$ cat src/rtl/dm_port_arbiter_if.sv
// Signal bundle between the MEM stage, the debug/loader port and the data memory.
// The slave modport is the arbiter's view; master is the surrounding system's view.
interface dm_port_arbiter_if #(
  parameter int AW = 32,
  parameter int DW = 32
);
  logic          cpu_req;
  logic          cpu_we;
  logic [3:0]    cpu_be;
  logic [AW-1:0] cpu_addr;
  logic [DW-1:0] cpu_wdata;
  logic          cpu_stall;
  logic          cpu_rvalid;
  logic [DW-1:0] cpu_rdata;

  logic          dbg_valid;
  logic          dbg_ready;
  logic          dbg_we;
  logic [AW-1:0] dbg_addr;
  logic [DW-1:0] dbg_wdata;
  logic          dbg_rvalid;
  logic [DW-1:0] dbg_rdata;

  logic          mem_en;
  logic          mem_we;
  logic [3:0]    mem_be;
  logic [AW-1:0] mem_addr;
  logic [DW-1:0] mem_wdata;
  logic [DW-1:0] mem_rdata;

  modport slave (
    input  cpu_req, cpu_we, cpu_be, cpu_addr, cpu_wdata,
    output cpu_stall, cpu_rvalid, cpu_rdata,
    input  dbg_valid, dbg_we, dbg_addr, dbg_wdata,
    output dbg_ready, dbg_rvalid, dbg_rdata,
    output mem_en, mem_we, mem_be, mem_addr, mem_wdata,
    input  mem_rdata
  );

  modport master (
    output cpu_req, cpu_we, cpu_be, cpu_addr, cpu_wdata,
    input  cpu_stall, cpu_rvalid, cpu_rdata,
    output dbg_valid, dbg_we, dbg_addr, dbg_wdata,
    input  dbg_ready, dbg_rvalid, dbg_rdata,
    input  mem_en, mem_we, mem_be, mem_addr, mem_wdata,
    output mem_rdata
  );
endinterface

$ cat src/rtl/dm_port_arbiter.sv
// Shares a single-port, 1-cycle-read data memory between the CPU MEM stage and a debug port.
// CPU has priority; a starvation guard forces a debug slot after STARVE_LIMIT denied cycles.
module dm_port_arbiter #(
  parameter int AW           = 32,
  parameter int DW           = 32,
  parameter int STARVE_LIMIT = 4,
  parameter int CW           = 3
) (
  input  logic            clk,
  input  logic            rst,
  dm_port_arbiter_if.slave bus
);

  typedef enum logic {ARB, FORCE} state_t;
  typedef enum logic [1:0] {OWN_NONE, OWN_CPU, OWN_DBG} owner_t;

  localparam logic [CW-1:0] LIMIT = CW'(STARVE_LIMIT);

  state_t        state_q, state_d;
  owner_t        rd_owner_q, rd_owner_d;
  logic [CW-1:0] wait_cnt_q, wait_cnt_d;
  logic          grant_cpu, grant_dbg;

  always_ff @(posedge clk or posedge rst) begin
    if (rst) begin
      state_q    <= ARB;
      rd_owner_q <= OWN_NONE;
      wait_cnt_q <= '0;
    end else begin
      state_q    <= state_d;
      rd_owner_q <= rd_owner_d;
      wait_cnt_q <= wait_cnt_d;
    end
  end

  // Grant is gated by rst so every output drops the moment reset asserts.
  always_comb begin
    grant_cpu = 1'b0;
    grant_dbg = 1'b0;
    if (!rst) begin
      if (state_q == FORCE && bus.dbg_valid) grant_dbg = 1'b1;
      else if (bus.cpu_req)                  grant_cpu = 1'b1;
      else if (bus.dbg_valid)                grant_dbg = 1'b1;
    end
  end

  always_comb begin
    wait_cnt_d = '0;
    if (bus.dbg_valid && !grant_dbg)
      wait_cnt_d = (wait_cnt_q == LIMIT) ? wait_cnt_q : wait_cnt_q + 1'b1;

    state_d = state_q;
    case (state_q)
      ARB:     if (wait_cnt_d == LIMIT) state_d = FORCE;
      FORCE:   state_d = ARB;
      default: state_d = ARB;
    endcase

    rd_owner_d = OWN_NONE;
    if (grant_cpu && !bus.cpu_we)      rd_owner_d = OWN_CPU;
    else if (grant_dbg && !bus.dbg_we) rd_owner_d = OWN_DBG;
  end

  always_comb begin
    bus.mem_en    = 1'b0;
    bus.mem_we    = 1'b0;
    bus.mem_be    = 4'h0;
    bus.mem_addr  = {AW{1'b0}};
    bus.mem_wdata = {DW{1'b0}};
    if (grant_cpu) begin
      bus.mem_en    = 1'b1;
      bus.mem_we    = bus.cpu_we;
      bus.mem_be    = bus.cpu_we ? bus.cpu_be : 4'h0;
      bus.mem_addr  = bus.cpu_addr;
      bus.mem_wdata = bus.cpu_wdata;
    end else if (grant_dbg) begin
      bus.mem_en    = 1'b1;
      bus.mem_we    = bus.dbg_we;
      bus.mem_be    = bus.dbg_we ? 4'hF : 4'h0;
      bus.mem_addr  = bus.dbg_addr;
      bus.mem_wdata = bus.dbg_wdata;
    end
  end

  assign bus.cpu_stall  = bus.cpu_req & ~grant_cpu & ~rst;
  assign bus.dbg_ready  = grant_dbg;
  assign bus.cpu_rvalid = (rd_owner_q == OWN_CPU);
  assign bus.dbg_rvalid = (rd_owner_q == OWN_DBG);
  assign bus.cpu_rdata  = (rd_owner_q == OWN_CPU) ? bus.mem_rdata : {DW{1'b0}};
  assign bus.dbg_rdata  = (rd_owner_q == OWN_DBG) ? bus.mem_rdata : {DW{1'b0}};

endmodule
$ cat src/flat_wrapper.sv
// flat-port wrapper written by rule: the top's interface ports become plain ports
module dm_port_arbiter_flat 
#(
  parameter int AW           = 32,
  parameter int DW           = 32,
  parameter int STARVE_LIMIT = 4,
  parameter int CW           = 3
)
  (clk, rst, bus_cpu_req, bus_cpu_we, bus_cpu_be, bus_cpu_addr, bus_cpu_wdata, bus_cpu_stall, bus_cpu_rvalid, bus_cpu_rdata, bus_dbg_valid, bus_dbg_we, bus_dbg_addr, bus_dbg_wdata, bus_dbg_ready, bus_dbg_rvalid, bus_dbg_rdata, bus_mem_en, bus_mem_we, bus_mem_be, bus_mem_addr, bus_mem_wdata, bus_mem_rdata);
  dm_port_arbiter_if #(.AW(AW), .DW(DW)) bus_i ();
  input  logic clk;
  input  logic rst;
  input wire logic [$bits(bus_i.cpu_req)-1:0] bus_cpu_req;
  input wire logic [$bits(bus_i.cpu_we)-1:0] bus_cpu_we;
  input wire logic [$bits(bus_i.cpu_be)-1:0] bus_cpu_be;
  input wire logic [$bits(bus_i.cpu_addr)-1:0] bus_cpu_addr;
  input wire logic [$bits(bus_i.cpu_wdata)-1:0] bus_cpu_wdata;
  output wire logic [$bits(bus_i.cpu_stall)-1:0] bus_cpu_stall;
  output wire logic [$bits(bus_i.cpu_rvalid)-1:0] bus_cpu_rvalid;
  output wire logic [$bits(bus_i.cpu_rdata)-1:0] bus_cpu_rdata;
  input wire logic [$bits(bus_i.dbg_valid)-1:0] bus_dbg_valid;
  input wire logic [$bits(bus_i.dbg_we)-1:0] bus_dbg_we;
  input wire logic [$bits(bus_i.dbg_addr)-1:0] bus_dbg_addr;
  input wire logic [$bits(bus_i.dbg_wdata)-1:0] bus_dbg_wdata;
  output wire logic [$bits(bus_i.dbg_ready)-1:0] bus_dbg_ready;
  output wire logic [$bits(bus_i.dbg_rvalid)-1:0] bus_dbg_rvalid;
  output wire logic [$bits(bus_i.dbg_rdata)-1:0] bus_dbg_rdata;
  output wire logic [$bits(bus_i.mem_en)-1:0] bus_mem_en;
  output wire logic [$bits(bus_i.mem_we)-1:0] bus_mem_we;
  output wire logic [$bits(bus_i.mem_be)-1:0] bus_mem_be;
  output wire logic [$bits(bus_i.mem_addr)-1:0] bus_mem_addr;
  output wire logic [$bits(bus_i.mem_wdata)-1:0] bus_mem_wdata;
  input wire logic [$bits(bus_i.mem_rdata)-1:0] bus_mem_rdata;
  assign bus_i.cpu_req = bus_cpu_req;
  assign bus_i.cpu_we = bus_cpu_we;
  assign bus_i.cpu_be = bus_cpu_be;
  assign bus_i.cpu_addr = bus_cpu_addr;
  assign bus_i.cpu_wdata = bus_cpu_wdata;
  assign bus_cpu_stall = bus_i.cpu_stall;
  assign bus_cpu_rvalid = bus_i.cpu_rvalid;
  assign bus_cpu_rdata = bus_i.cpu_rdata;
  assign bus_i.dbg_valid = bus_dbg_valid;
  assign bus_i.dbg_we = bus_dbg_we;
  assign bus_i.dbg_addr = bus_dbg_addr;
  assign bus_i.dbg_wdata = bus_dbg_wdata;
  assign bus_dbg_ready = bus_i.dbg_ready;
  assign bus_dbg_rvalid = bus_i.dbg_rvalid;
  assign bus_dbg_rdata = bus_i.dbg_rdata;
  assign bus_mem_en = bus_i.mem_en;
  assign bus_mem_we = bus_i.mem_we;
  assign bus_mem_be = bus_i.mem_be;
  assign bus_mem_addr = bus_i.mem_addr;
  assign bus_mem_wdata = bus_i.mem_wdata;
  assign bus_i.mem_rdata = bus_mem_rdata;
  dm_port_arbiter #(.AW(AW), .DW(DW), .STARVE_LIMIT(STARVE_LIMIT), .CW(CW)) u_core (.clk(clk), .rst(rst), .bus(bus_i));
endmodule
$ cat config.mk
export PLATFORM = sky130hd
export DESIGN_NAME = dm_port_arbiter_flat
export DESIGN_NICKNAME = d
export VERILOG_FILES = /design/src/rtl/dm_port_arbiter_if.sv /design/src/rtl/dm_port_arbiter.sv /design/src/flat_wrapper.sv
export SDC_FILE = /design/constraint.sdc
export NUM_CORES = 1
export LEC_CHECK = 0
export CORE_AREA = 2 2 121 123
export CTS_BUF_LIST = sky130_fd_sc_hd__clkbuf_4 sky130_fd_sc_hd__clkbuf_8
export CTS_CLUSTER_SIZE = 24
export DETAILED_ROUTE_END_ITERATION = 6
export DIE_AREA = 0 0 123 125
export GPL_TIMING_DRIVEN = 0
export PLACE_DENSITY_LB_ADDON = 0.05
export SETUP_SLACK_MARGIN = 0.1
export SLEW_MARGIN = 20
export SYNTH_ARGS = -nofsm -noshare
export SYNTH_HDL_FRONTEND = slang
export SYNTH_SLANG_ARGS = --single-unit
$ cat constraint.sdc
create_clock -name clk -period 3.3 [get_ports clk]
set_clock_uncertainty 0.2 [all_clocks]
set_input_delay 0.33 -clock clk [delete_from_list [all_inputs] [get_ports clk]]
set_output_delay 0.33 -clock clk [all_outputs]
set_load 0.01 [all_outputs]
==> flow_summary_export.csv <==
group,metric,value,unit
outcome,status,"complete, no violations",
hold_path,hp-class,"in -> async",
sta,min_period_over_period,90.4,%
worst_setup_path,reg2reg_slack,1730,ps
floorplan,die_w,123,um
clock_network,clk_path_buf_depth,2,
pwr,power_frac_clock,15.2,%
yosys,synthAdderAreaFrac,1.75,%
worst_setup_path,cp-end-kind,"output pin",
pwr,peakVddDrop,0.0785,mV
final_layout,syn_to_final_growth,234,%
yosys,synth_area,0.00143,mm2
worst_setup_path,start_kind,"input pin",
yosys,syn-instance-count,187,
worst_setup_path,worstSetupPathType,"in -> out",
worst_setup_path,cp_cell_sequence,"clkdlybuf4s50_1 -> nand2b_1 -> a21oi_2 -> buf_2 -> a32o_1 -> clkdlybuf4s50_1",
yosys,synth_mux_area_share,0,%
global_routing,antenna_found_initial,0,
yosys,synth_warnings,0,
run,max_cap_violations,0,
global_routing,grt_pass1_wl,15300,um
global_routing,grt_max_degree,11,
global_routing,track_usage,13.1,%
pwr,powerDensity,147,mW/mm2
sta,setup-tns-final,0,ps
clock_network,cts_resized,0,
worst_setup_path,crit_fanout,10,
worst_setup_path,cp-startpoint,"rst",
yosys,synth.avg_cell_area,7.65,um2
route,drt_iter0_markers,59,
sta,max_freq,335,MHz
floorplan,dieArea,0.0154,mm2
sta,fin_crit,2980,ps
final_layout,drive_gt1_share,4.02,%
pwr,power_switching,197,uW
final_layout,final_core_util,33.6,%
worst_setup_path,critPathArrivalTime,2450,ps
clock_network,worstSkewPairLatency,220,ps
floorplan,initial_core_util,10.1,%
pwr,seqPwrFrac,11.5,%
worst_setup_path,reg2reg_depth,3,
clock_network,root_buffer,"clkbuf_8",
route,wirelength,11100,um
worst_setup_path,crit_cells,6,
yosys,syn-num-nets,359,
sta,drv_slew,0,
sta,whs,250,ps
worst_setup_path,endpoint,"bus_mem_be[3]",
placement,gp_congestion,0.790,
placement,portBuffers,307,
route,dr.pass1.iters,4,
global_routing,grt_pass1_vias,2648,
clock_network,cts.sinks,6,
worst_setup_path,required,2770,ps
final_layout,nets,671,
sta,finalHoldViolCount,0,
pwr,p_int,503,uW
worst_setup_path,worstReg2RegEnd,"u_core.rd_owner_q[0]",
floorplan,die_y,125,um
yosys,synth-simple-area-share,35.7,%
clock_network,cts_hold_buf,0,
route,viasPerCell,3.95,
route,vias,2693,
placement,dp_hpwl,9990,um
floorplan,placeableCoreArea,0.0142,mm2
clock_network,post_cts_buffers,0,
clock_network,path_clk_slew,40,ps
pwr,power_frac_comb,73.4,%
floorplan,io_pins,308,
worst_setup_path,cpMostUsedCell,"clkdlybuf4s50_1",
clock_network,cts_made_buffers,3,
sta,finalSetupViolCount,0,
global_routing,grt-ovfl-total,0,
final_layout,mostFrequentLayoutCells,"clkdlybuf4s50_1 (307), a22o_1 (65), and2_1 (64)",
yosys,synthXorXnorAreaFrac,0.612,%
final_layout,final_common_cell,"clkdlybuf4s50_1",
sta,worst_slew_pin_slew,487,ps
worst_setup_path,crit_buf_inv,3,
yosys,yosysSeqAreaShare,10.5,%
route,drc,0,
route,antenna_left,0,
yosys,yosys_register_bits,6,
worst_setup_path,cp_top_family,"buffers and inverters",
route,routedWlPerCell,16.3,um
final_layout,diodes,0,
yosys,synth-compound-area-share,43.9,%
pwr,power_leakage,0.00186,uW
sta,slew_headroom,67.6,%
clock_network,htree_num_levels,1,
pwr,p_sw_share,28.2,%
yosys,yosysUniqueCellTypes,20,
worst_setup_path,crit_slowest_cell,"clkdlybuf4s50_1",
sta,rsz0062_at_grt,"no",
clock_network,tritoncts,"built",
final_layout,fillers,1488,
yosys,synth_top_family_by_area,"compound AO/OA/AOI/OAI gates",
floorplan,num_rows,44,
worst_setup_path,rr_startpoint,"u_core.state_q",
worst_setup_path,slowest_delay,580,ps
metrics by stage:
step,area [um2],power (uW),instances,setup slack (ps)
after global placement,4730,599,678,322
after global routing,4770,740,681,185
after CTS,4770,710,681,277
after floorplan,1430,225,187,1600
after detailed placement,4730,601,678,285
final,4770,700,681,317
power by group through the flow:
stage	logic [uW]	clock network (uW)	registers, uW
global placement	518	0	80.9
detailed placement	520	0	81.1
floorplan	144	0	80.5
CTS	522	109	80.2
global route	547	113	80.8
finish	513	106	80.2
final cells by class:
cell class	instances	area [um2]	share of cell area (%)
inverters	4	15.0	0.314
repair buffers	307	3070	64.4
flip-flops and latches	6	150	3.14
plain buffers	20	92.6	1.94
clock buffers	3	41.3	0.865
well taps	184	230	4.82
multi-input cells	157	1170	24.6
state kept, by name (all words and copies together), names as in the netlist:
| signal | flops |
|---|---|
| u_core.state_q | 1 |
| u_core.wait_cnt_q | 3 |
| u_core.rd_owner_q | 2 |
metal layers:
metal / track usage (%) / up-vias / routed length, um
li1: - / 1313 / -
met4: 3.07 / 0 / 210
met2: 27.8 / 179 / 6190
met5: 0 / - / 0
met1: 11.2 / 1191 / 3410
met3: 4.33 / 10 / 1310
cell families after synthesis:
group,Yosys count
DFF,6
xor gates and xnor gates,1
AOI/OAI and AO/OA,72
adders and majority gates,2
buffers and inverters,24
and+or+nand+nor,82
synthesized netlist by cell type:
cell type | instances | area, um2
nor2_1 | 6 | 22.5
nand2b_1 | 1 | 6.26
inv_1 | 3 | 11.3
and3_1 | 2 | 12.5
nand3b_4 | 1 | 20.0
xnor2_1 | 1 | 8.76
o21ai_0 | 2 | 10.0
and2_1 | 64 | 400
clkbuf_1 | 6 | 22.5
ha_1 | 2 | 25.0
nand2_1 | 2 | 7.51
nand3b_1 | 1 | 7.51
a32o_1 | 4 | 40.0
dfrtp_1 | 6 | 150
buf_2 | 14 | 70.1
a22o_1 | 65 | 569
nor2b_1 | 4 | 25.0
nor4b_1 | 1 | 8.76
inv_2 | 1 | 3.75
a21oi_2 | 1 | 8.76
worst min-delay path by stage:
stage	start	endpoint	cells after the start
2_1_floorplan	rst	u_core.rd_owner_q[0]	1
6_report	rst	u_core.wait_cnt_q[2]	2
4_1_cts	rst	u_core.wait_cnt_q[2]	2
3_3_place_gp	u_core.wait_cnt_q[2]	u_core.wait_cnt_q[2]	2
3_5_place_dp	u_core.wait_cnt_q[2]	u_core.wait_cnt_q[2]	2
5_1_grt	rst	u_core.wait_cnt_q[2]	2
(Power assumes the default switching activity.)
==> edit (config.mk and constraints unchanged) <==
The 3 values of `owner_t` get a one-hot encoding in 3 bits.
--- a/src/rtl/dm_port_arbiter.sv
+++ b/src/rtl/dm_port_arbiter.sv
@@ -12,7 +12,7 @@
 );
 
   typedef enum logic {ARB, FORCE} state_t;
-  typedef enum logic [1:0] {OWN_NONE, OWN_CPU, OWN_DBG} owner_t;
+  typedef enum logic [2:0] {OWN_NONE = 3'b001, OWN_CPU = 3'b010, OWN_DBG = 3'b100} owner_t;
 
   localparam logic [CW-1:0] LIMIT = CW'(STARVE_LIMIT);
 
Check against the original RTL: same outputs for any inputs over 10 cycles, from zero or initial values and one cycle with rst high; not proved beyond that.
==> edit against the original RTL <==
Synthesized area up 3.6%. Worst setup slack gained 0.033 ns. Final area rose by 1.2%. Power fell by 0.68%. Sequential power increased by 18%. Critical path type unchanged. Critical endpoint is now bus_mem_be[1]. Via count rose by 1.6%. Sequential cell count increased by 1. Wire length down 1.8%. Die area is the same. Largest cell class unchanged.
==> edit: results (changes against the original RTL) <==
WP data arrival -> 2.42 ns (was 2.45 ns)
Layout cells sized above 1 -> 0.04790 (was 0.04024)
Met2 WL post-DR -> 6199 um (was 6192 um)
Via/cell ratio -> 3.994 (was 3.954)
Critical path endpoint -> bus_mem_be[1] (was bus_mem_be[3])
ANT cells -> 0 (unchanged)
Worst hold slack -> 0.2540 ns (was 0.2498 ns)
Syn Inst Count -> 190 (was 187)
Pre-CTS WS -> 0.2850 ns (was 0.2848 ns)
Largest regs -> u_core.rd_owner_q x3, u_core.wait_cnt_q x3, u_core.state_q x1 (was u_core.wait_cnt_q x3, u_core.rd_owner_q x2, u_core.state_q x1)
Dpl cells -> 681 (was 678)
Sw frac -> 0.2731 (was 0.2817)
Met1 WL -> 3206 um (was 3407 um)
Non-clock buffer share -> 0.6549 (was 0.6630)
Largest net degree at the start of global routing -> 11 (unchanged)
Synth cell types -> 23 (was 20)
Initial antenna violation count -> 0 (unchanged)
Final setup vio count -> 0 (unchanged)
Status -> completed (unchanged)
Clock network area share -> 0.01010 (was 0.008648)
Placer Congestion -> 0.7664 (was 0.7900)
CP Launch Point -> rst (unchanged)
Synth Net Count -> 362 (was 359)
Grt met2 use -> 0.2811 (was 0.2782)
Met3 WL post-DR -> 1355 um (was 1305 um)
Layout Nets -> 674 (was 671)
Worst setup margin -> 0.3498 ns (was 0.3168 ns)
First-pass GRT wire length -> 14980 um (was 15260 um)
Clkbuf count -> 4 (was 3)
Synth area leaders -> a22o_1 (38%), and2_1 (27%), dfrtp_1 (10%) (was a22o_1 (40%), and2_1 (28%), dfrtp_1 (10%))
Multi-In Gates -> 158 (was 157)
Total Wirelength -> 10920 um (was 11120 um)
Register area share after synthesis -> 0.1191 (was 0.1050)
CP max FO -> 10 (unchanged)
Total GRT Usage -> 0.1294 (was 0.1312)
Clock Tree Buf Depth -> 2 (unchanged)
Non-clock inverters -> 5 (was 4)
Post-DP HPWL -> 9915 um (was 9989 um)
DRT iter0 DRCs -> 28 (was 59)
Clk sinks -> 7 (was 6)
Vias in the first global route -> 2645 (was 2648)
Reg2reg end -> u_core.rd_owner_q[1] (was u_core.rd_owner_q[0])
Maximum VDD drop -> 77.81 uV (was 78.53 uV)
Seq/total area -> 0.03650 (was 0.03145)
Register-to-register setup slack -> 1.75 ns (was 1.73 ns)
Synth cell count leaders -> a22o_1 (65), and2_1 (65), buf_2 (14) (was a22o_1 (65), and2_1 (64), buf_2 (14))
Met3 usage -> 0.04562 (was 0.04334)
Slew HR -> 0.7061 (was 0.6756)
Vias -> 2736 (was 2693)
Max Used Layer -> met4 (unchanged)
P_leak -> 1.884 nW (was 1.863 nW)
M1 GR Usage -> 0.1032 (was 0.1119)
Final instance area -> 4833 um2 (was 4775 um2)
Critical path launch point type -> input port (unchanged)
Area taken by multi-input logic gates -> 1194 um2 (was 1172 um2)
Fill cells -> 1507 (was 1488)
==> edit: changes by cell type in the layout (fill, tap and decap cells not counted) <==
cell and delta:
nor3b_2 +2, nor2b_1 -3, dfstp_2 +1, and2_1 +1, inv_1 +1, a2bb2oi_1 +1, clkbuf_4 +1
==> edit: worst register-to-register path: stages, from the launching register on <==
cell	delay [ns]
dfrtp_1	0.41
a21oi_2	0.39
buf_2	0.33
and2_1	0.16
==> edit: power by group through the flow <==
stage	Sequential, mW	Combinational, mW	Clock (mW)
CTS	0.0943	0.479	0.134
floorplan	0.0950	0.128	0
finish	0.0943	0.471	0.130
global route	0.0947	0.501	0.139
global placement	0.0954	0.475	0
detailed placement	0.0955	0.477	0
==> edit: cell families after synthesis <==
logic type,share of synthesized area
XOR/XNOR,0.005913
flip-flops,0.1191
AND/OR/NAND/NOR,0.3530
AO/OA/AOI/OAI,0.4299
adder cells (fa/ha/maj),0.01689
buffers and inverters,0.07516
